## src/rtl/stage_sequencer.sv

```systemverilog
// Stage controller for the multi-cycle CPU: steps an N-stage instruction cycle from an
// internal divider (auto) or a debounced button (manual), with memory stalls, breakpoint and halt.
module stage_sequencer #(
  parameter int                    NUM_STAGES      = 5,
  parameter int                    STAGE_W         = 3,
  parameter logic [NUM_STAGES-1:0] MEM_STAGE_MASK  = 5'b01001,
  parameter int                    AUTO_DIV        = 8,
  parameter int                    DEBOUNCE_CYCLES = 4,
  parameter int                    ADDR_W          = 8
) (
  input  logic               clk,
  input  logic               rst_n,
  input  logic               isAuto,
  input  logic               nextStage,
  input  logic               memReady,
  input  logic               halt,
  input  logic               bpEnable,
  input  logic [ADDR_W-1:0]  bpAddr,
  input  logic [ADDR_W-1:0]  pc,
  output logic [STAGE_W-1:0] stage,
  output logic               stageStart,
  output logic               memReq,
  output logic               instrDone,
  output logic               paused,
  output logic               halted,
  output logic [15:0]        instrCount
);

  localparam int                 DIV_W      = $clog2(AUTO_DIV);
  localparam int                 DB_W       = $clog2(DEBOUNCE_CYCLES + 1);
  localparam int                 PAD_N      = 1 << STAGE_W;
  localparam logic [STAGE_W-1:0] LAST_STAGE = STAGE_W'(NUM_STAGES - 1);
  localparam logic [DIV_W-1:0]   DIV_LAST   = DIV_W'(AUTO_DIV - 1);
  localparam logic [DB_W-1:0]    DB_LAST    = DB_W'(DEBOUNCE_CYCLES - 1);
  // Mask padded to the full stage-index range so any stage value indexes it safely.
  localparam logic [PAD_N-1:0]   MEM_MASK   = PAD_N'(MEM_STAGE_MASK);

  logic [1:0]         btn_sync;
  logic               btn_level;
  logic [DB_W-1:0]    db_cnt;
  logic               man_tok;
  logic [DIV_W-1:0]   div;
  logic               is_auto_q;
  logic               mem_done;

  logic               auto_tok;
  logic               token;
  logic               resume;
  logic               mem_ok;
  logic               advance;
  logic               at_last;
  logic [STAGE_W-1:0] next_stage;

  // Button path: 2-flop synchroniser, then a level that flips only after the
  // synchronised value has disagreed with it for DEBOUNCE_CYCLES cycles in a row.
  always_ff @(posedge clk or negedge rst_n) begin
    // NOTE: sequential state uses non-blocking assignments so every flop samples pre-edge values.
    if (!rst_n) begin
      btn_sync  <= '0;
      btn_level <= 1'b0;
      db_cnt    <= '0;
      man_tok   <= 1'b0;
    end else begin
      btn_sync <= {btn_sync[0], nextStage};
      man_tok  <= 1'b0;
      if (btn_sync[1] == btn_level) begin
        db_cnt <= '0;
      end else if (db_cnt == DB_LAST) begin
        btn_level <= btn_sync[1];
        db_cnt    <= '0;
        man_tok   <= btn_sync[1];
      end else begin
        db_cnt <= db_cnt + DB_W'(1);
      end
    end
  end

  always_comb begin
    // NOTE: every signal here is assigned on every pass, so no latch can be inferred.
    auto_tok   = isAuto && !paused && !halted && (div == DIV_LAST);
    token      = isAuto ? auto_tok : man_tok;
    resume     = paused && man_tok;
    mem_ok     = !MEM_MASK[stage] || mem_done || (memReq && memReady);
    advance    = token && !halted && !paused && mem_ok;
    at_last    = (stage == LAST_STAGE);
    next_stage = at_last ? '0 : stage + STAGE_W'(1);
  end

  // is_auto_q resets high so a reset taken in auto mode does not look like a 0->1 switch.
  always_ff @(posedge clk or negedge rst_n) begin
    if (!rst_n) begin
      stage      <= '0;
      stageStart <= 1'b1;
      memReq     <= MEM_MASK[0];
      instrDone  <= 1'b0;
      paused     <= 1'b0;
      halted     <= 1'b0;
      instrCount <= '0;
      div        <= '0;
      is_auto_q  <= 1'b1;
      mem_done   <= 1'b0;
    end else begin
      is_auto_q  <= isAuto;
      stageStart <= 1'b0;
      instrDone  <= 1'b0;

      if (advance || (isAuto && !is_auto_q)) begin
        div <= '0;
      end else if (isAuto && !paused && !halted) begin
        div <= (div == DIV_LAST) ? '0 : div + DIV_W'(1);
      end

      if (resume) begin
        paused <= 1'b0;
      end

      if (advance) begin
        stage    <= next_stage;
        mem_done <= 1'b0;
        if (at_last && halt) begin
          halted <= 1'b1;
          memReq <= 1'b0;
        end else begin
          stageStart <= 1'b1;
          memReq     <= MEM_MASK[next_stage];
        end
        if (at_last) begin
          instrDone  <= 1'b1;
          instrCount <= instrCount + 16'd1;
          if (!halt && isAuto && bpEnable && (pc == bpAddr)) begin
            paused <= 1'b1;
          end
        end
      end else if (memReq && memReady) begin
        memReq   <= 1'b0;
        mem_done <= 1'b1;
      end
    end
  end

endmodule
```

## config.mk

```make
export PLATFORM = sky130hd
export DESIGN_NAME = stage_sequencer
export DESIGN_NICKNAME = d
export VERILOG_FILES = /design/src/rtl/stage_sequencer.sv
export SDC_FILE = /design/constraint.sdc
export NUM_CORES = 1
export LEC_CHECK = 0
export ABC_AREA = 1
export BUFFER_PORTS_ARGS = -buffer_cell sky130_fd_sc_hd__buf_2
export CAP_MARGIN = 20
export CORE_MARGIN = 2
export CORE_UTILIZATION = 45
export DETAILED_ROUTE_END_ITERATION = 6
export GPL_TIMING_DRIVEN = 0
export HOLD_SLACK_MARGIN = 0.12
export PLACE_DENSITY = 0.65
export SKIP_LAST_GASP = 1
export SYNTH_ARGS = -nofsm -noshare
export SYNTH_HDL_FRONTEND = slang
export SYNTH_SLANG_ARGS = --single-unit
```

## constraint.sdc

```tcl
create_clock -name clk -period 4.2 [get_ports clk]
set_input_delay 0.42 -clock clk [delete_from_list [all_inputs] [get_ports clk]]
set_output_delay 0.42 -clock clk [all_outputs]
set_load 0.01 [all_outputs]
```

Word level (Yosys, flattened, before mapping)
Memories as Yosys holds them, arrays and structs flattened.
Index checks and enable logic that the tools add are counted.
Widths: inputs -> output; s select.
{ "op_classes": {"addsub": 4, "order_cmp": 2, "n_eq_ne": 5, "muxes": 24, "bitwise_logic": 1, "n_reduce_logical": 26} }
{ "ops": {"columns": ["operator", "count"], "rows": [
  ["$mux 1", 18],
  ["$mux 3", 6],
  ["$add 16x1->16 const B", 1],
  ["$logic_and 1x1->1", 13],
  ["$add 3x1->3 const B", 3],
  ["$eq 8x8->1", 1],
  ["$lt 3x4->1 const B", 2],
  ["$eq 3x3->1 const B", 2],
  ["$reduce_and 2->1", 3],
  ["$logic_not 1->1", 5],
  ["$reduce_bool 2->1", 2],
  ["$eq 3x2->1 const B", 1],
  ["$logic_or 1x1->1", 3],
  ["$eq 1x1->1", 1],
  ["$not 1->1", 1]
]} }
{ "totals": {"reg_bits": 36, "romBits": 16, "in_bits": 23, "mem_count": 2} }
{ "mem_list": {"columns": ["memory", "words", "word_bits", "rd", "rd_clocked_by_memory_dff", "wr", "line", "text"], "rows": [
  ["(name not given)", 8, 1, 1, 0, 0, "125", "memReq <= MEM_MASK[next_stage];"],
  ["(name not given)", 8, 1, 1, 0, 0, "83", "mem_ok = !MEM_MASK[stage] || mem_done || (memReq && memReady);"]
]} }

Logic depth before layout (Yosys ltp)
Gate-level depths: netlist (run 1).
{ "logic_depth": {"word_depth": 10, "ltp_mapped": 11, "ltp_nobuf": 10} }

Worst setup path after synthesis (run 1)
No wires, ideal clock.
{ "synth_path": {"kind": "reg-to-reg", "startpoint": "reg stage[0]", "endpoint": "reg paused", "arrival_ps": 1509, "t_required_ps": 4083, "slack_ps": 2574, "stages_incl_launch_ff": 12, "n_path_buf": 1, "synth_period_minus_slack_ps": 1626, "path_cell_list": "dfrtp_1 inv_1 ha_1 inv_1 nand2_2 nor2_2 nor2_4 nand2_4 clkbuf_8 inv_1 nand3_1 nand2_1"} }
{ "synth_between": {"elab_chain_cells": 7} }
{ "synth_lines": {"columns": ["item", "line", "text"], "rows": [
  ["from (decl)", "20", "output logic [STAGE_W-1:0] stage,"],
  ["from (signal assigned)", "118", "stage <= next_stage;"],
  ["$mem_v2 8x1", null, null],
  ["$mux 1 (not written as such)", "83", null],
  ["$logic_not 1->1", "83", null],
  ["$logic_or 1x1->1 (2 in series)", "83", null],
  ["$logic_and 1x1->1", "84", "advance = token && !halted && !paused && mem_ok;"],
  ["$mux 1 *", "117", "if (advance) begin"],
  ["to (signal assigned)", "96", "paused <= 1'b0;"],
  ["to (signal assigned)", "114", "paused <= 1'b0;"],
  ["to (signal assigned)", "131", "paused <= 1'b1;"],
  ["to (decl)", "24", "output logic paused,"]
]} }
Every way passes the cells marked *; elsewhere a longest branch is shown, timed or not. The select of a mux whose other input is x is not followed.
A chain may end at the register's enable or synchronous reset.

Worst setup path after layout (run 1)
Ends and elaborated chain as after synthesis.

==> results.md, run 1 <==
- Share of post-route cells with drive strength above 1: 21.1%
- GRT overflow: 0
- Antenna Nets Post-Route: 0
- Nets: 364
- Initial DRC Count: 63
- Leak Pwr: about 1.4 nW
- Clock power share: between 30 and 40%
- DP HPWL: ~3.1 mm
- Slew margin rel.: 46.5%
- Syn Inst Count: 282
- Clk slew on worst S/H paths: 0.07 ns
- P&R area growth vs syn: 20.2%
- Cell variety after synth: 25
- All-Layer GR Usage: a little under a fifth
- WL/cell: 10.8 µm
- Die Area: 5200 µm²
- Most frequent cells in the layout: 114 x nand2_1, 46 x buf_2, 38 x inv_1
- Mapped cell area: about 2100 µm²
- Hold buffer count at CTS: 0
- H-Tree Depth: 2
- Clk buf depth: 2
- Maximum vdd drop: 0.339 mV
- Hold crit path type: input port to asynchronous set/reset pin
- Initial Util: a little under half
- Logic pwr share: 24.6%
- Vias per Instance: about 4.7
- Post-CTS Resized: 0
- TritonCTS clock tree: built
- Largest net degree at the start of global routing: 37
- WP data required: 4.38 ns
- I/O Buffers: 46
- Total wire length: 4.19 mm
- Core area: 4410 µm²
- Worst-Margin Slew: 0.802 ns
- Seq/Total Area, Yosys: 43.3%
- Setup bufs post-CTS: 0
- # DRC: 0
- Final TNS setup: 0 ns
- Clk_lat worst skew: around 0.29 ns
- Syn_nets: 311
- Clock Skews: 0.00522 ns
- Ports: between 40 and 50
- Fill count: 411
- Pwr/cell area: just over 400 nW/µm²
- Final Hold Vio Count: 0
- NetSw: 0.319 mW
- Crit-path max FO: 10
- Internal: approximately 0.71 mW
- Final setup viols: 0
- Util after Layout: 56.9%
- Gpl congestion: 0.903
- Yosys warnings: 0
- Final instance area: 2510 µm²
- Max Cap Viol: 0
- Max Clk Rate: 581 MHz
- Switching Fraction: 30.9%
- Status: complete, no violations
- Critical Path End Type: flop
- RSZ-0062 raised after global routing: no
- Commonest non-fill, non-tap cell in the layout: nand2_1
- Initial antenna violation count: 0
- Vias in the first global route: ~1.8k
- Crit path time final: 1.72 ns
- CTS root buffer: clkbuf_8
- Syn_area_per_cell: 7.41 µm²
- DR pass1 iterations: 4
- Vias: around 1.8k
- Crit path launch type: flop
- Die Ht: 72.1 µm
- Antenna cells: 0
- Site Rows: 24
- Die Wd: 72.1 µm
- Power Total: 1.03 mW
- First-pass GRT wire length: 7.59 mm
- CP Data Arrival Time: 1.90 ns
- Sink Count: 36
- Post-DP Area: 2380 µm²
- Crit Path Class: flop to flop
- Final period util: 41.0%
- Synth Register Bits: 36
- Num CTS Buffers: 5
- Sequential Power Share: a little over two fifths
- Max-slew violations: 0
[cells by family after synthesis]
kind of cell / share of synthesized area, %
xor+xnor: 4.19
simple gates: 36.2
compound gates: 3.83
buf+inv: 8.87
flops: 43.3
fa+ha+maj: 3.59
[per-stage QoR]
stage | worst slack [ns] | std cells | hold slack (ns)
detailed placement | 2.48 | 380 | 0.340
floorplan | 2.57 | 282 | 0.124
global placement | 2.50 | 380 | 0.336
finish | 2.48 | 388 | 0.218
global route | 2.34 | 388 | 0.223
CTS | 2.46 | 388 | 0.224
[path summary, 6_finish.rpt]
kind                                            start  cells after the start  slack (ns)                         to
worst max register to register   stage[0]$_DFFE_PN0P_                     11        2.48           paused$_DFF_PN0_
worst min register to register  btn_sync[0]$_DFF_PN0_                      0        0.35      btn_sync[1]$_DFF_PN0_
max in group asynchronous                       rst_n                      1        3.48  instrCount[8]$_DFFE_PN0P_
min in group clk                            nextStage                      1        0.23      btn_sync[0]$_DFF_PN0_
worst max-delay path             stage[0]$_DFFE_PN0P_                     11        2.48           paused$_DFF_PN0_
worst min-delay path                            rst_n                      1        0.22      btn_sync[0]$_DFF_PN0_
[state kept, by name (all words and copies together) (netlist names)]
register,count
btn_level,1
btn_sync,2
db_cnt,3
div,3
halted,1
instrCount,16
instrDone,1
is_auto_q,1
man_tok,1
memReq,1
mem_done,1
paused,1
stage,3
stageStart,1
[worst max-delay path, stage by stage (launching register included)]
cell and delay [ns]:
dfrtp_1 0.39, inv_1 0.07, ha_1 0.29, inv_1 0.12, nand2_2 0.07, nor2_2 0.15
nor2_4 0.07, nand2_4 0.09, clkbuf_8 0.18, inv_1 0.06, nand3_1 0.08, nand2_1 0.05
[cells in the mapped netlist]
library cell	number	area [µm²]
buf_6	1	11.3
xor2_1	2	17.5
xnor2_1	8	70.1
o21bai_1	1	7.51
dfrtp_1	33	826
inv_1	38	143
nor2_2	3	18.8
dfstp_2	3	78.8
nor2_4	3	33.8
ha_1	6	75.1
o21a_1	1	7.51
o21ai_0	11	55.1
nand2_4	1	11.3
nor2_8	1	20.0
nand2_2	1	6.26
inv_2	1	3.75
nor2_1	29	109
nor3_1	2	10.0
nand3b_1	1	7.51
nand3b_4	1	20.0
clkbuf_8	2	27.5
nand4_1	5	31.3
a21oi_1	2	10.0
nand2_1	114	428
nand3_1	12	60.1
[routing by layer]
layer	track usage (%)	up-vias	routed length (µm)
met5	0	-	0
li1	-	962	-
met3	4.17	5	250
met1	23.9	793	2020
met2	31.3	51	1860
met4	6.29	0	57
[cell type report]
| class | instances | area (µm²) | share of cell area (%) |
|---|---|---|---|
| multi-input cells | 204 | 998 | 39.8 |
| inverters | 39 | 146 | 5.83 |
| plain buffers | 3 | 38.8 | 1.55 |
| well taps | 52 | 65.1 | 2.59 |
| flip-flops and latches | 36 | 905 | 36.0 |
| repair buffers | 46 | 230 | 9.17 |
| clock buffers | 7 | 96.3 | 3.84 |
| clock inverters | 1 | 30.0 | 1.20 |
[power by group through the flow]
stage               combinational (mW)  clock, mW  sequential [mW]
global route                     0.297      0.357            0.449
CTS                              0.259      0.344            0.441
detailed placement               0.258          0            0.448
finish                           0.254      0.336            0.440
floorplan                        0.179          0            0.451
global placement                 0.251          0            0.446
(Power assumes the default switching activity.)
==> run 2: changes to the inputs <==
PLACE_DENSITY = 0.68   (was 0.65)
clock period = 1.4 ns   (was 4.2 ns; I/O delays follow)
==> results.md, run 2 (synthesized netlist as in run 1, its figures left out) <==
- Status: complete, but fails checks
- Violated checks: negative setup slack
- Power Total: 2.95 mW
- Clk_lat worst skew: 0.29 ns
- Clk buf depth: 2
- WL/cell: 11.9 µm
- Max-slew violations: 0
- First-pass GRT wire length: 8.09 mm
- Worst setup margin: -0.182 ns
- Most frequent cells in the layout: 92 x nand2_1, 46 x buf_2, 35 x inv_1
- Placement Setup Slack: -0.280 ns
- I/O Buffers: 46
- Pwr/cell area: 1050 nW/µm²
- Vias per Instance: 4.81
- Clk slew on worst S/H paths: 0.07 ns
- All-Layer GR Usage: 20.0%
- Hold_sp: memReady
- Crit path time final: 1.58 ns
- Core area: 4410 µm²
- Num CTS Buffers: 5
- Hold crit path type: input port to flop
- DP HPWL: 3.05 mm
- TritonCTS clock tree: built
- P&R area growth vs syn: 34.3%
- # DRC: 0
- CP Data Arrival Time: 1.81 ns
- DRT met1 WL: approximately 2.2 mm
- Multi-input logic area: about 1100 µm²
- Share of post-route cells with drive strength above 1: 34.2%
- Nets: 382
- Initial antenna violation count: 0
- Die Ht: roughly 70 µm
- Register area: 905 µm²
- Final setup viols: 28
- Top sig layer: met4
- Hold depth: 3
- Final Hold Vio Count: 0
- Total wire length: between 4 and 5 mm
- Met3 WL post-DR: between 200 and 250 µm
- FF-to-FF Start: stage[0]$_DFFE_PN0P_
- Clock Skews: 0.0100 ns
- Antenna Nets Post-Route: 0
- Ports: 47
- Die Area: 5200 µm²
- Gpl congestion: 0.845
- Vias in the first global route: 1802
- RSZ-0062 raised after global routing: yes
- Max Cap Viol: 0
- Sink Count: 36
- Max Clk Rate: approximately 630 MHz
- Final period util: 113%
- Slew margin rel.: 44.8%
- Crit Path Class: flop to flop
- WP data required: 1.63 ns
- Fill count: 394
- GRT overflow: 0
- Vias: 1953
- Largest net degree at the start of global routing: 37
- Commonest non-fill, non-tap cell in the layout: nand2_1
- DR pass1 iterations: 4
- Worst-Margin Slew: ~0.83 ns
- Crit-path max FO: 5
- Critical Path End Type: flop
- Hold endpoint: mem_done$_DFFE_PN0P_
- Antenna cells: 0
- CTS root buffer: clkbuf_8
- Max reg flops: 16
- Die Wd: 72.1 µm
- Reg2Reg Setup Slack: -0.18 ns
- Largest reg by FF count: instrCount
- Site Rows: 24
- Leak Pwr: roughly 1.5 nW
- Worst reg-to-reg path cell count: 11
- Initial Util: 47.3%
- Metal2 WL: 2.35 mm
- Maximum vdd drop: between 0.7 and 0.8 mV
- Crit path launch type: flop
- FF-to-FF End: instrCount[1]$_DFFE_PN0P_
- H-Tree Depth: 2
- Initial DRC Count: 112
[run 2: where the power goes]
part	total, mW	switching [mW]	internal [mW]	leakage [nW]
logic	0.914	0.543	0.371	0.994
registers	1.33	0.127	1.20	0.470
clock network	0.712	0.363	0.349	0.0422
total	2.95	1.03	1.92	1.51
[run 2: critical path, stage by stage (launching register included)]
cell,delay [ns]
dfrtp_1,0.38
inv_2,0.06
ha_4,0.26
inv_4,0.04
nand2_4,0.06
nor2_4,0.04
nor2_4,0.16
nand2_4,0.11
nor2_8,0.15
buf_6,0.15
nand2_2,0.05
nand2_1,0.06
[run 2: final cells by class]
class	count	area share, %
multi-input combinational	204	40.9
buffer	3	1.78
timing repair buffer	64	14.1
sequential	36	32.2
tap	52	2.32
inverter	39	5.75
clock buffer	7	2.72
clock inverter	1	0.178
[run 2: repair_timing]
item	4_1_cts	5_1_grt
gates cloned	3	0
hold buffers	3	0
endpoints found under the hold margin	35	0
setup endpoints to repair	28	28
resized for setup	28	27
setup buffers	7	5
pin swaps	6	14
[run 2: per-layer routing]
metal  vias up  GRT usage (%)
met1       893           27.2
met4         0           6.08
li1       1005              -
met3         4           4.17
met2        51           32.2
met5         -              0
[run 2: through the flow]
stage               utilization, %  cell area (µm²)  hold slack (ns)  setup TNS, ns  cells
detailed placement            54.1             2390            0.250          -5.21    380
global placement              54.1             2390            0.249          -4.12    380
CTS                           60.3             2660            0.142          -2.99    401
floorplan                        -             2090           -0.156          -2.32    282
finish                        63.5             2810            0.152          -3.67    406
global route                  63.5             2810            0.159          -5.74    406
[run 2: worst max path at each step]
stage	startpoint	endpoint	slack (ns)	cells after the start
after CTS	stage[0]$_DFFE_PN0P_	instrCount[1]$_DFFE_PN0P_	-0.15	11
final	stage[0]$_DFFE_PN0P_	instrCount[1]$_DFFE_PN0P_	-0.18	11
after global routing	stage[0]$_DFFE_PN0P_	instrCount[1]$_DFFE_PN0P_	-0.26	11
after floorplan	stage[0]$_DFFE_PN0P_	instrCount[0]$_DFFE_PN0P_	-0.14	10
after global placement	stage[0]$_DFFE_PN0P_	instrCount[14]$_DFFE_PN0P_	-0.23	10
after detailed placement	stage[0]$_DFFE_PN0P_	instrCount[4]$_DFFE_PN0P_	-0.28	10
==> run 3: changes to the inputs <==
CELL_PAD_IN_SITES_DETAIL_PLACEMENT = 2   (was unset)
CELL_PAD_IN_SITES_GLOBAL_PLACEMENT = 2   (was unset)
CORE_UTILIZATION = 27   (was 45)
PLACE_DENSITY = 0.72   (was 0.68)
==> results.md, run 3 (synthesized netlist as in run 1, its figures left out) <==
- Critical Path End Type: flop
- Reg2Reg Setup Slack: -0.20 ns
- First-pass GRT wire length: 11.3 mm
- Sequential Power Share: between 40% and 50%
- Initial antenna violation count: 0
- Die Area: 8450 µm²
- Sink Count: 36
- Initial Util: about 27%
- CP Data Arrival Time: ~1.8 ns
- Max-slew violations: 0
- Initial DRC Count: 43
- Final period util: 115%
- Slew margin rel.: 41.8%
- CTS root buffer: clkbuf_8
- WL/cell: 15.1 µm
- TritonCTS clock tree: built
- Crit path time final: 1.60 ns
- Largest reg by FF count: instrCount
- Leak Pwr: approximately 1.5 nW
- H-Tree Depth: 2
- Crit path launch type: flop
- Commonest non-fill, non-tap cell in the layout: nand2_1
- Max reg flops: 16
- Violated checks: negative setup slack
- GRT overflow: 0
- Site Rows: 32
- Total wire length: between 6 and 7 mm
- Vias: 2062
- Share of post-route cells with drive strength above 1: a little under two fifths
- Fill count: about 900
- Final TNS setup: -3.85 ns
- Clock power share: ~28%
- Placement Setup Slack: -0.316 ns
- Max Clk Rate: roughly 620 MHz
- Final setup viols: 28
- Crit-path max FO: 5
- Max Cap Viol: 0
- Maximum vdd drop: approximately 0.54 mV
- Post-DP Area: 2450 µm²
- All-Layer GR Usage: 16.9%
- RSZ-0062 raised after global routing: yes
- I/O Buffers: 46
- Crit Path Class: flop to flop
- Clk buf depth: 2
- Final instance area: approximately 3000 µm²
- Register area: 907 µm²
- Pwr/cell area: 1110 nW/µm²
- NetSw: ~1.2 mW
- DP HPWL: 4.34 mm
- Hold crit path type: input port to flop
- # DRC: 0
- Nets: 382
- Core area: between 7000 and 8000 µm²
- Die Ht: 91.9 µm
- Util after Layout: about two fifths
- WP data required: 1.59 ns
- Switching Fraction: 34.6%
- Worst setup margin: -0.204 ns
- P&R area growth vs syn: 43.1%
- Logic pwr share: 31.7%
- Most frequent cells in the layout: 88 x nand2_1, 46 x buf_2, 34 x inv_1
- Final Hold Vio Count: 0
- Vias in the first global route: roughly 2.3k
- Hold slack: 0.128 ns
- Internal: 2.18 mW
- Largest net degree at the start of global routing: 37
- Antenna cells: 0
- Ports: 47
- Vias per Instance: 4.52
- Clk slew on worst S/H paths: ~0.080 ns
- Num CTS Buffers: 5
- Gpl congestion: 0.721
- Clock Skews: 0.0101 ns
- DR pass1 iterations: 4
- Multi-input logic area: 1190 µm²
- Die Wd: 91.9 µm
- Antenna Nets Post-Route: 0
- Status: complete, but fails checks
- Worst-Margin Slew: between 0.8 and 0.9 ns
- Clk_lat worst skew: around 0.30 ns
-- run 3: power by group through the flow --
stage	combinational, mW	sequential [mW]	clock [mW]
finish	1.06	1.35	0.929
global route	1.18	1.38	0.994
CTS	0.983	1.33	0.953
detailed placement	0.834	1.35	0
global placement	0.793	1.34	0
floorplan	0.551	1.35	0
-- run 3: final timing paths --
check / cells past startpoint / from / end
worst max-delay path: 11 / stage[0]$_DFFE_PN0P_ / instrCount[4]$_DFFE_PN0P_
worst min-delay path: 4 / memReady / memReq$_DFFE_PN1P_
worst max register to register: 11 / stage[0]$_DFFE_PN0P_ / instrCount[4]$_DFFE_PN0P_
worst min register to register: 0 / btn_sync[0]$_DFF_PN0_ / btn_sync[1]$_DFF_PN0_
max in group asynchronous: 2 / rst_n / instrCount[0]$_DFFE_PN0P_
min in group asynchronous: 2 / rst_n / instrCount[4]$_DFFE_PN0P_
-- run 3: per-stage QoR --
| step | cells | power (mW) |
|---|---|---|
| final | 456 | 3.33 |
| after global routing | 456 | 3.55 |
| after CTS | 454 | 3.27 |
| after detailed placement | 430 | 2.19 |
| after global placement | 430 | 2.13 |
| after floorplan | 282 | 1.91 |
-- run 3: cell type report --
class / count / share of cell area [%]
Multi-Input combinational cell: 204 / 40.0
Sequential cell: 36 / 30.4
Timing Repair Buffer: 64 / 14.4
Inverter: 39 / 5.23
Tap cell: 102 / 4.27
Clock buffer: 6 / 2.43
Buffer: 3 / 2.18
Clock inverter: 2 / 1.17
-- run 3: layer usage --
metal / GRT usage [%] / part of all wire, %
met5: 0 / 0
met4: 3.73 / 1.0
met3: 2.55 / 2.8
met2: 32.0 / 54
met1: 19.9 / 42
-- run 3: what timing repair did --
action / in CTS / in global routing
setup buffers: 10 / 3
setup endpoints to repair: 28 / 28
resized for setup: 50 / 26
hold endpoints to repair: 35 / 0
gates cloned: 3 / 0
pin swaps: 21 / 7
hold buffers: 3 / 0
-- run 3: worst max-delay path, stage by stage, from the launching register on --
cell       delay [ns]
dfrtp_1          0.37
inv_2            0.06
ha_4             0.27
inv_4            0.04
nand2_4          0.05
nor2_4           0.04
nor2_4           0.11
buf_6            0.12
nand3b_4         0.12
clkbuf_16        0.20
nand2_4          0.06
nand2_2          0.05
